`src/rtl/mem_arbiter_n.sv`:
```
// mem_arbiter_n: N-requester arbiter between L1 cache ports and a single L2 line interface.
// One line transfer is in flight at a time. The winner's op, address and write line are
// registered at the grant edge. A one-cycle req_resp pulse goes back to the granted port.
//
// Ports:
//   clk, reset                       clock, asynchronous active-high reset
//   req_read/req_write [N]           per-port level requests, held until req_resp
//   req_address/req_wdata            per-port packed address / write line (port i at i*W)
//   req_resp [N], req_rdata          one-hot completion pulse, registered read line
//   mem_read/mem_write               downstream request, held until mem_resp
//   mem_address/mem_wdata            registered granted address / write line
//   mem_resp, mem_rdata              downstream completion pulse and read line
module mem_arbiter_n #(
    parameter int unsigned NUM_PORTS  = 2,
    parameter int unsigned ADDR_WIDTH = 16,
    parameter int unsigned LINE_WIDTH = 256,
    parameter bit          RR_MODE    = 1'b1
) (
    input  logic                             clk,
    input  logic                             reset,
    input  logic [NUM_PORTS-1:0]             req_read,
    input  logic [NUM_PORTS-1:0]             req_write,
    input  logic [NUM_PORTS*ADDR_WIDTH-1:0]  req_address,
    input  logic [NUM_PORTS*LINE_WIDTH-1:0]  req_wdata,
    output logic [NUM_PORTS-1:0]             req_resp,
    output logic [LINE_WIDTH-1:0]            req_rdata,
    output logic                             mem_read,
    output logic                             mem_write,
    output logic [ADDR_WIDTH-1:0]            mem_address,
    output logic [LINE_WIDTH-1:0]            mem_wdata,
    input  logic                             mem_resp,
    input  logic [LINE_WIDTH-1:0]            mem_rdata
);

    localparam int unsigned IdxW = (NUM_PORTS > 1) ? $clog2(NUM_PORTS) : 1;

    typedef enum logic [1:0] {StIdle, StBusy, StDone} state_e;

    state_e                 state_q, state_d;
    logic [IdxW-1:0]        grant_q, grant_d;
    logic [IdxW-1:0]        rr_ptr_q, rr_ptr_d;
    logic                   write_q, write_d;
    logic [ADDR_WIDTH-1:0]  addr_q, addr_d;
    logic [LINE_WIDTH-1:0]  wdata_q, wdata_d;
    logic [LINE_WIDTH-1:0]  rdata_q, rdata_d;

    logic [NUM_PORTS-1:0]   req_any;
    logic                   win_valid;
    logic [IdxW-1:0]        win_idx;
    int unsigned            cand;
    int unsigned            next_ptr;

    assign req_any = req_read | req_write;

    // Winner search: in round-robin mode the scan starts at rr_ptr and wraps; in fixed
    // mode it starts at port 0. The first requesting port in scan order wins.
    always_comb begin
        win_valid = 1'b0;
        win_idx   = '0;
        cand      = 0;
        for (int unsigned k = 0; k < NUM_PORTS; k++) begin
            cand = (RR_MODE ? 32'(rr_ptr_q) + k : k) % NUM_PORTS;
            if (!win_valid && req_any[cand[IdxW-1:0]]) begin
                win_valid = 1'b1;
                win_idx   = cand[IdxW-1:0];
            end
        end
        next_ptr = (32'(win_idx) + 1) % NUM_PORTS;
    end

    always_comb begin
        state_d  = state_q;
        grant_d  = grant_q;
        rr_ptr_d = rr_ptr_q;
        write_d  = write_q;
        addr_d   = addr_q;
        wdata_d  = wdata_q;
        rdata_d  = rdata_q;
        unique case (state_q)
            StIdle: begin
                if (win_valid) begin
                    grant_d  = win_idx;
                    rr_ptr_d = next_ptr[IdxW-1:0];
                    // A port raising both read and write is serviced as a write.
                    write_d  = req_write[win_idx];
                    addr_d   = req_address[win_idx*ADDR_WIDTH +: ADDR_WIDTH];
                    wdata_d  = req_wdata[win_idx*LINE_WIDTH +: LINE_WIDTH];
                    state_d  = StBusy;
                end
            end
            StBusy: begin
                if (mem_resp) begin
                    if (!write_q) begin
                        rdata_d = mem_rdata;
                    end
                    state_d = StDone;
                end
            end
            StDone: begin
                state_d = StIdle;
            end
            default: begin
                state_d = StIdle;
            end
        endcase
    end

    always_ff @(posedge clk or posedge reset) begin
        if (reset) begin
            state_q  <= StIdle;
            grant_q  <= '0;
            rr_ptr_q <= '0;
            write_q  <= 1'b0;
            addr_q   <= '0;
            wdata_q  <= '0;
            rdata_q  <= '0;
        end else begin
            state_q  <= state_d;
            grant_q  <= grant_d;
            rr_ptr_q <= rr_ptr_d;
            write_q  <= write_d;
            addr_q   <= addr_d;
            wdata_q  <= wdata_d;
            rdata_q  <= rdata_d;
        end
    end

    // Outputs are registers or decodes of registered state only.
    assign mem_read    = (state_q == StBusy) && !write_q;
    assign mem_write   = (state_q == StBusy) && write_q;
    assign mem_address = addr_q;
    assign mem_wdata   = wdata_q;
    assign req_rdata   = rdata_q;

    always_comb begin
        req_resp = '0;
        if (state_q == StDone) begin
            req_resp[grant_q] = 1'b1;
        end
    end

endmodule

```
`config.mk`:
```
export PLATFORM = sky130hd
export DESIGN_NAME = mem_arbiter_n
export DESIGN_NICKNAME = d
export VERILOG_FILES = /design/src/rtl/mem_arbiter_n.sv
export SDC_FILE = /design/constraint.sdc
export NUM_CORES = 1
export LEC_CHECK = 0
export BUFFER_PORTS_ARGS = -buffer_cell sky130_fd_sc_hd__buf_2
export CAP_MARGIN = 30
export CORE_AREA = 2 2 520 522
export CTS_CLUSTER_DIAMETER = 150
export DETAILED_ROUTE_END_ITERATION = 10
export DIE_AREA = 0 0 522 524
export GPL_TIMING_DRIVEN = 0
export PLACE_DENSITY = 0.3
export SYNTH_ARGS = -nofsm -noshare
export SYNTH_HDL_FRONTEND = slang
export SYNTH_SLANG_ARGS = --single-unit
export TNS_END_PERCENT = 100
```
`constraint.sdc`:
```
create_clock -name clk -period 33 [get_ports clk]
set_input_delay 4.95 -clock clk [delete_from_list [all_inputs] [get_ports clk]]
set_output_delay 4.95 -clock clk [all_outputs]
set_load 0.02 [all_outputs]
```
# Word-level counts from Yosys, hierarchy flattened
# Index checks and enable logic that the tools add are counted.
totals:
  regBits: 533
  inputBits: 807
  out_inout_bits: 532
  wordCells: 48
classes:
  addsub: 2
  n_lt_le_gt_ge: 5
  n_eq_ne: 4
  n_shift: 2
  muxes: 16
  bitwise: 2
  reduce_logical: 10
ops:
  columns: ["operator", "n"]
  rows:
  - ["$shiftx 512x10->256", 1]
  - ["$shiftx 32x6->16", 1]
  - ["$mux 1", 11]
  - ["$lt 1x2->1 const B", 4]
  - ["$mux 2", 3]
  - ["$logic_and 1x1->1", 4]
  - ["$ne 2x2->1 const B", 2]
  - ["$pmux 2 s2", 1]
  - ["$reduce_and 2->1", 2]
  - ["$reduce_and 3->1", 1]
  - ["$add 1x1->1 const B", 2]
  - ["$eq 2x1->1 const B", 1]
  - ["$eq 2x2->1 const B", 1]
  - ["$logic_not 1->1", 2]
  - ["$logic_not 2->1", 1]
  - ["$or 2x2->2", 1]
  - ["$demux 1 s1", 1]
  - ["$ge 1x1->1 const B", 1]
  - ["$not 1->1", 1]

# Depth between registers and ports, before layout
# Gate-level depths: netlist of the first run.
depth:
  ltp_word: 9
  mapped_depth: 6

# Worst setup path after synthesis of the first run
# OpenSTA, ideal clock, no wires.
synth_timing:
  path_kind: "input -> register"
  startpoint: "input req_read[1]"
  endpoint: "register wdata_q[80] (netlist: mem_wdata[80])"
  setup_time_ps: 64
  arrival_ps: 6131
  setup_slack_ps: 26805
  path_stages: 6
  path_buffers: 3
  cell_sequence: "or4_1 buf_6 buf_12 buf_6 a21boi_1 a221o_2"
synth_between:
  elab_chain_cells: 8
synth_rtl:
  columns: ["item", "line", "rtl"]
  rows:
  - ["start, declared", "21", "input logic [NUM_PORTS-1:0] req_read,"]
  - ["$or 2x2->2 (*)", "53", "assign req_any = req_read | req_write;"]
  - ["$mux 1 (implied by the code) (2 in a row)", "63", "if (!win_valid && req_any[cand[IdxW-1:0]]) begin"]
  - ["$mux 1", "63", null]
  - ["$logic_not 1->1", "63", null]
  - ["$logic_and 1x1->1", "63", null]
  - ["$mux 1", "63", null]
  - ["$shiftx 512x10->256 or $reduce_and 2->1 (tied branches)", null, null]
  - ["end signal, assigned", "123", "wdata_q <= wdata_d;"]
  - ["end, declared", "44", "logic [LINE_WIDTH-1:0] wdata_q, wdata_d;"]
# Every way passes the cells marked *; elsewhere a longest branch is shown, timed or not. The select of a mux whose other input is x is not followed.
# A chain may end at the register's enable or synchronous reset.

# Final worst setup path of the first run
layout_timing:
  startpoint: "register state_q[1]"
  endpoint: "output mem_write"
layout_between:
  elab_chain_cells: 2
layout_rtl:
  columns: ["item", "line", "rtl"]
  rows:
  - ["start, declared", "39", "state_e state_q, state_d;"]
  - ["start signal, assigned", "110", "state_q <= StIdle;"]
  - ["start signal, assigned", "118", "state_q <= state_d;"]
  - ["$eq 2x1->1", "130", "assign mem_write = (state_q == StBusy) && write_q;"]
  - ["$logic_and 1x1->1", "130", null]
  - ["end, declared", "28", "output logic mem_write,"]
# No other way between the ends.

==> results of run 1 <==
[registers in the layout (all words and copies together) (netlist names)]
signal,cells
state_q,2
mem_address,16
req_rdata,256
write_q,1
rr_ptr_q,1
grant_q,1
mem_wdata,256
[area by class of cell]
cell class | instances | area (sq um)
Sequential cell | 533 | 13300
Antenna cell | 72 | 180
Fill cell | 30338 | 230000
Buffer | 151 | 1070
Timing Repair Buffer | 1347 | 6890
Clock buffer | 119 | 2320
Clock inverter | 15 | 150
Tap cell | 3552 | 4440
Multi-Input combinational cell | 820 | 8640
Inverter | 2 | 15.0
[metal layers]
metal / vias to the layer above / GRT usage, % / part of all wire, %
met5: - / 0 / 0.38
met4: 106 / 3.22 / 2.6
li1: 8850 / - / -
met1: 10526 / 13.1 / 36
met2: 1293 / 21.6 / 49
met3: 344 / 6.49 / 12
[how the worst min path moves through the flow]
stage	startpoint	end	slack (ns)
final	req_rdata[236]	req_rdata[236]	0.48
after global routing	req_rdata[219]	req_rdata[219]	0.50
after CTS	req_rdata[240]	req_rdata[240]	0.49
after detailed placement	req_rdata[230]	req_rdata[230]	0.47
after global placement	req_rdata[237]	req_rdata[237]	0.47
after floorplan	grant_q	grant_q	0.47
[cells in the mapped netlist]
cell type / n
a21boi_1: 257
o21ai_0: 2
nand2_1: 1
and3b_1: 3
and2_1: 1
mux2_2: 16
nand2b_1: 1
a221o_2: 78
buf_4: 2
and3_1: 1
buf_6: 53
a21boi_0: 12
nor2_1: 4
clkbuf_1: 65
nor3b_1: 1
nor2_2: 1
a221o_1: 195
a21o_1: 1
or4_1: 1
mux2_4: 200
a21oi_1: 1
dfrtp_1: 533
o221a_2: 1
a21boi_2: 3
inv_1: 2
buf_2: 21
buf_12: 2
mux2_1: 40
buf_8: 3
buf_1: 5
[power by group through the flow]
stage                     Combinational (mW)  Sequential, mW  Clock, mW
final                                   1.97            1.19      0.843
after CTS                               2.01            1.19      0.880
after global routing                    2.09            1.23      0.903
after global placement                  2.00            1.20          0
after detailed placement                2.00            1.20          0
after floorplan                        0.779            1.55          0
[through the flow]
| step | cell area (sq um) | util [%] | power (mW) |
|---|---|---|---|
| 3_5_place_dp | 34400 | 12.9 | 3.20 |
| 4_1_cts | 36900 | 13.8 | 4.08 |
| 6_report | 37000 | 13.9 | 4.00 |
| 3_3_place_gp | 34200 | 12.8 | 3.20 |
| 5_1_grt | 36900 | 13.8 | 4.22 |
| 2_1_floorplan | 23000 | - | 2.33 |
[worst register-to-register path, cell delays in order (launching register included)]
cell and delay (ns):
dfrtp_1 0.42, nor2_2 0.61, o221a_2 0.34, buf_4 0.19, buf_2 0.39, clkbuf_1 0.63
a221o_2 0.28
[kinds of logic after synthesis]
kind of cell	count (synthesis)	share of synthesized area [%]
compound gates	550	21.3
buf+inv	153	4.65
flops	533	57.9
simple gates	14	0.369
mux	256	15.8
==> impl_metrics.toml, run 1 <==
[power]
leakage_nw = 17.1
p_sw_mw = 1.73
p_int_mw = 2.27
clkPwrFrac_pct = 21.1
ir_drop_v = 0.0000335
seqPwrFrac_pct = 29.7
power.density_mw_per_mm2 = 108
pwr-share-comb_pct = 49.3
swShare_pct = 43.2

[floorplan]
io_pins = 1339
core_sq_mm = 0.267
start_util_pct = 8.62
num_rows = 190
dieArea_sq_mm = 0.274
die_w_microns = 522
die_h_microns = 524

[global_route]
grt.overflow.total = 0
antenna_found_initial = 161
grt_pass1_wl_mm = 226
grt_pass1_vias = 21889
grt_max_degree = 102
track_usage_pct = 12.4

[routing]
first_pass_iters = 5
wirelength_mm = 178
drc = 0
num_vias = 21119
drtIter0Drc = 1269
viasPerCell = 3.19
post_drt_wl_per_cell_microns = 26.9
ant_nets = 0

[placed_design]
io_buffers = 1338
dp_cells = 6405
place_hpwl_mm = 151
post-place-ws_ns = 25.80
globalplace.congestion = 0.917

[timing]
timing.hold.ws_ns = 0.483
fmax_ghz = 0.152
worst_slew_pin_slew_ns = 0.755
rsz0062_at_grt = "no"
fin_setup_tns_ns = 0
final-setup-viol-count = 0
hold_viol = 0
maxSlewHeadroom_pct = 49.6
period_share_pct = 19.9
drv_slew = 0
min_period_ns = 6.56
postLayoutSetupSlackWorst_ns = 26.44
skew_ns = 0.0381

[clocking]
cts_tree = "yes"
post_cts_resized = 0
postCtsHoldBufs = 0
cts_root_buf = "clkbuf_16"
postCtsSetupBuffers = 0
cts.sinks = 533
cts_buffers = 76
clk_pin_slew_ns = 0.06
clock_path_buffers = 3
clk_latency_ns = 0.68
cts_max_level = 3

[yosys]
synth_cell_type_count = 30
synthTopCellsByArea = "dfrtp_1, mux2_4, a221o_1"
yosysSeqAreaShare_pct = 57.9
synth_top_cell_by_area = "dfrtp_1"
netlist_area_sq_mm = 0.0230
yosysWarnings = 0
synth_top_area_share_pct = 57.9
syn_area_per_cell_sq_um = 15.3
synth_seq_cells = 533
syn-num-nets = 2313
netlist_instances = 1506

[critical_path]
worstRegToRegCells = 6
critPathMaxStageDelay_ns = 0.42
critPathKind = "reg2out"
end_kind = "output pin"
worst-path-buf-inv = 1
rr_endpoint = "mem_wdata[88]"
r2r_slack_ns = 30.08
r2r_start = "state_q[0]"
crit_cells = 3
start_kind = "flop"
cp_max_fo = 5
startpoint = "state_q[1]"
crit_chain = "nand2b_1 > nor2_1 > buf_2"
cp-endpoint = "mem_write"
cp.arrival_ns = 1.61
slowest_stage = "dfrtp_1"
required_ns = 28.05
cp_top_family = "flip-flops"

[layout]
instances_no_fill = 6611
final_cell_mix = "buf_2, dfrtp_1, a21boi_1, mux2_4, a221o_1"
fin_nets = 3738
area_growth_syn_to_layout_pct = 60.8
drive_gt1_share_pct = 61.8
final_common_cell = "buf_2"

[min_path]
hold_path.class = "reg2reg"
holdPathStages = 1

[status]
status = "finished clean"

[job]
drv_cap = 0
(Power assumes the default switching activity.)
==> run 2: changes to the inputs <==
Settings changed: CORE_AREA 2 2 520 522 to 2 2 521 523, DIE_AREA 0 0 522 524 to 0 0 523 525.
Clock period 33 ns to 6 ns, I/O delays scaled along.
==> run 2 against run 1 <==
Sequential power rose to 5.5 times the previous value. Clock power grew to 5.9 times the previous value. Combinational power grew to 5.6 times the previous value. Highest routed layer unchanged.
==> impl_metrics.toml, run 2 (synthesized netlist as in run 1, its figures left out) <==
[power]
leakage_nw = 17.3
ir_drop_v = 0.000213
power.density_mw_per_mm2 = 603
p_total_mw = 22.5

[timing]
final-setup-viol-count = 0
postLayoutSetupSlackWorst_ns = 2.82
fmax_ghz = 0.314
hold_viol = 0
fin_setup_tns_ns = 0
period_share_pct = 53.1
drv_slew = 0
min_period_ns = 3.18
skew_ns = 0.0341
maxSlewHeadroom_pct = 32.9
worst_slew_pin_slew_ns = 1.01
rsz0062_at_grt = "no"

[critical_path]
worst-path-buf-inv = 3
cp.arrival_ns = 3.84
end_kind = "flop"
crit_chain = "nor2_2 > o221a_2 > buf_4 > buf_2 > clkbuf_1 > a221o_1"
critPathKind = "reg2reg"
start_kind = "flop"
required_ns = 6.66
critPathMaxStageDelay_ns = 0.80
cp_top_family = "buffers and inverters"
cp_max_fo = 10
slowest_stage = "clkbuf_1"

[floorplan]
die_h_microns = 525
core_sq_mm = 0.269
die_w_microns = 523
dieArea_sq_mm = 0.275
start_util_pct = 8.56
io_pins = 1339
num_rows = 191

[routing]
post_drt_wl_per_cell_microns = 27.0
ant_nets = 0
wirelength_mm = 179
drtIter0Drc = 1302
drc = 0
num_vias = 21228
viasPerCell = 3.20
first_pass_iters = 6

[clocking]
post_cts_resized = 0
clock_path_buffers = 4
cts_tree = "yes"
cts_buffers = 83
cts_max_level = 3
clk_latency_ns = 0.76
postCtsHoldBufs = 0
cts.sinks = 533
postCtsSetupBuffers = 0
cts_root_buf = "clkbuf_16"
clk_pin_slew_ns = 0.06

[layout]
area_growth_syn_to_layout_pct = 62.3
postLayoutCoreUtil_pct = 13.9
drive_gt1_share_pct = 62.1
fin_nets = 3757
final_cell_mix = "buf_2, dfrtp_1, a21boi_1, mux2_4, a221o_1"
final_common_cell = "buf_2"
instances_no_fill = 6624

[placed_design]
place_hpwl_mm = 153
io_buffers = 1338
dp_cells = 6435
globalplace.congestion = 0.944
post-place-ws_ns = 2.30

[global_route]
grt_pass1_vias = 21994
grt.overflow.total = 0
antenna_found_initial = 164
grt_pass1_wl_mm = 228
grt_max_degree = 36
track_usage_pct = 12.5

[job]
drv_cap = 0

[status]
status = "finished clean"

[min_path]
hold_path.class = "in2async"
[run 2: changes by cell type in the layout (fill, tap and decap cells not counted), sizes merged]
cell,previous run,this run
buf,1433,1445
bufinv,1,5
clkbuf,184,182
clkinv,7,12
clkinvlp,2,6
diode,72,44
[run 2: per-layer routing]
layer / vias to the layer above / wire, microns / track usage, %
met5: - / 609 / 0
met4: 92 / 3550 / 2.45
met3: 326 / 21300 / 5.97
met2: 1356 / 87700 / 21.8
met1: 10595 / 65700 / 13.7
li1: 8859 / - / -
[run 2: final timing paths]
check / from / end / slack [ns] / cells past startpoint
max in group asynchronous: reset / mem_wdata[147] / 3.23 / 10
min in group clk: mem_resp / state_q[0] / 0.34 / 2
max: state_q[0] / mem_wdata[89] / 2.82 / 6
min reg2reg: req_rdata[224] / req_rdata[224] / 0.47 / 1
max reg2reg: state_q[0] / mem_wdata[89] / 2.82 / 6
min: reset / req_rdata[238] / 0.27 / 2
[run 2: layout make-up]
cell class | count | area, sq um
diodes | 44 | 110
plain buffers | 151 | 1070
clock buffers | 117 | 2370
clock inverters | 28 | 304
fillers | 30601 | 232000
inverters | 2 | 11.3
multi-input cells | 820 | 8640
flip-flops and latches | 533 | 13300
well taps | 3570 | 4470
repair buffers | 1359 | 7100
[run 2: stage by stage]
step	hold slack [ns]	area [sq um]
floorplan	0.466	23000
global placement	0.467	34200
detailed placement	0.469	34600
CTS	0.191	37300
global route	0.234	37300
finish	0.272	37400
[run 2: report_power, final]
group / leakage, nW / switching (mW) / internal (mW)
clock: 1.31 / 2.00 / 2.97
sequential: 6.45 / 1.07 / 5.42
combinational: 9.58 / 6.68 / 4.40
total: 17.3 / 9.75 / 12.8
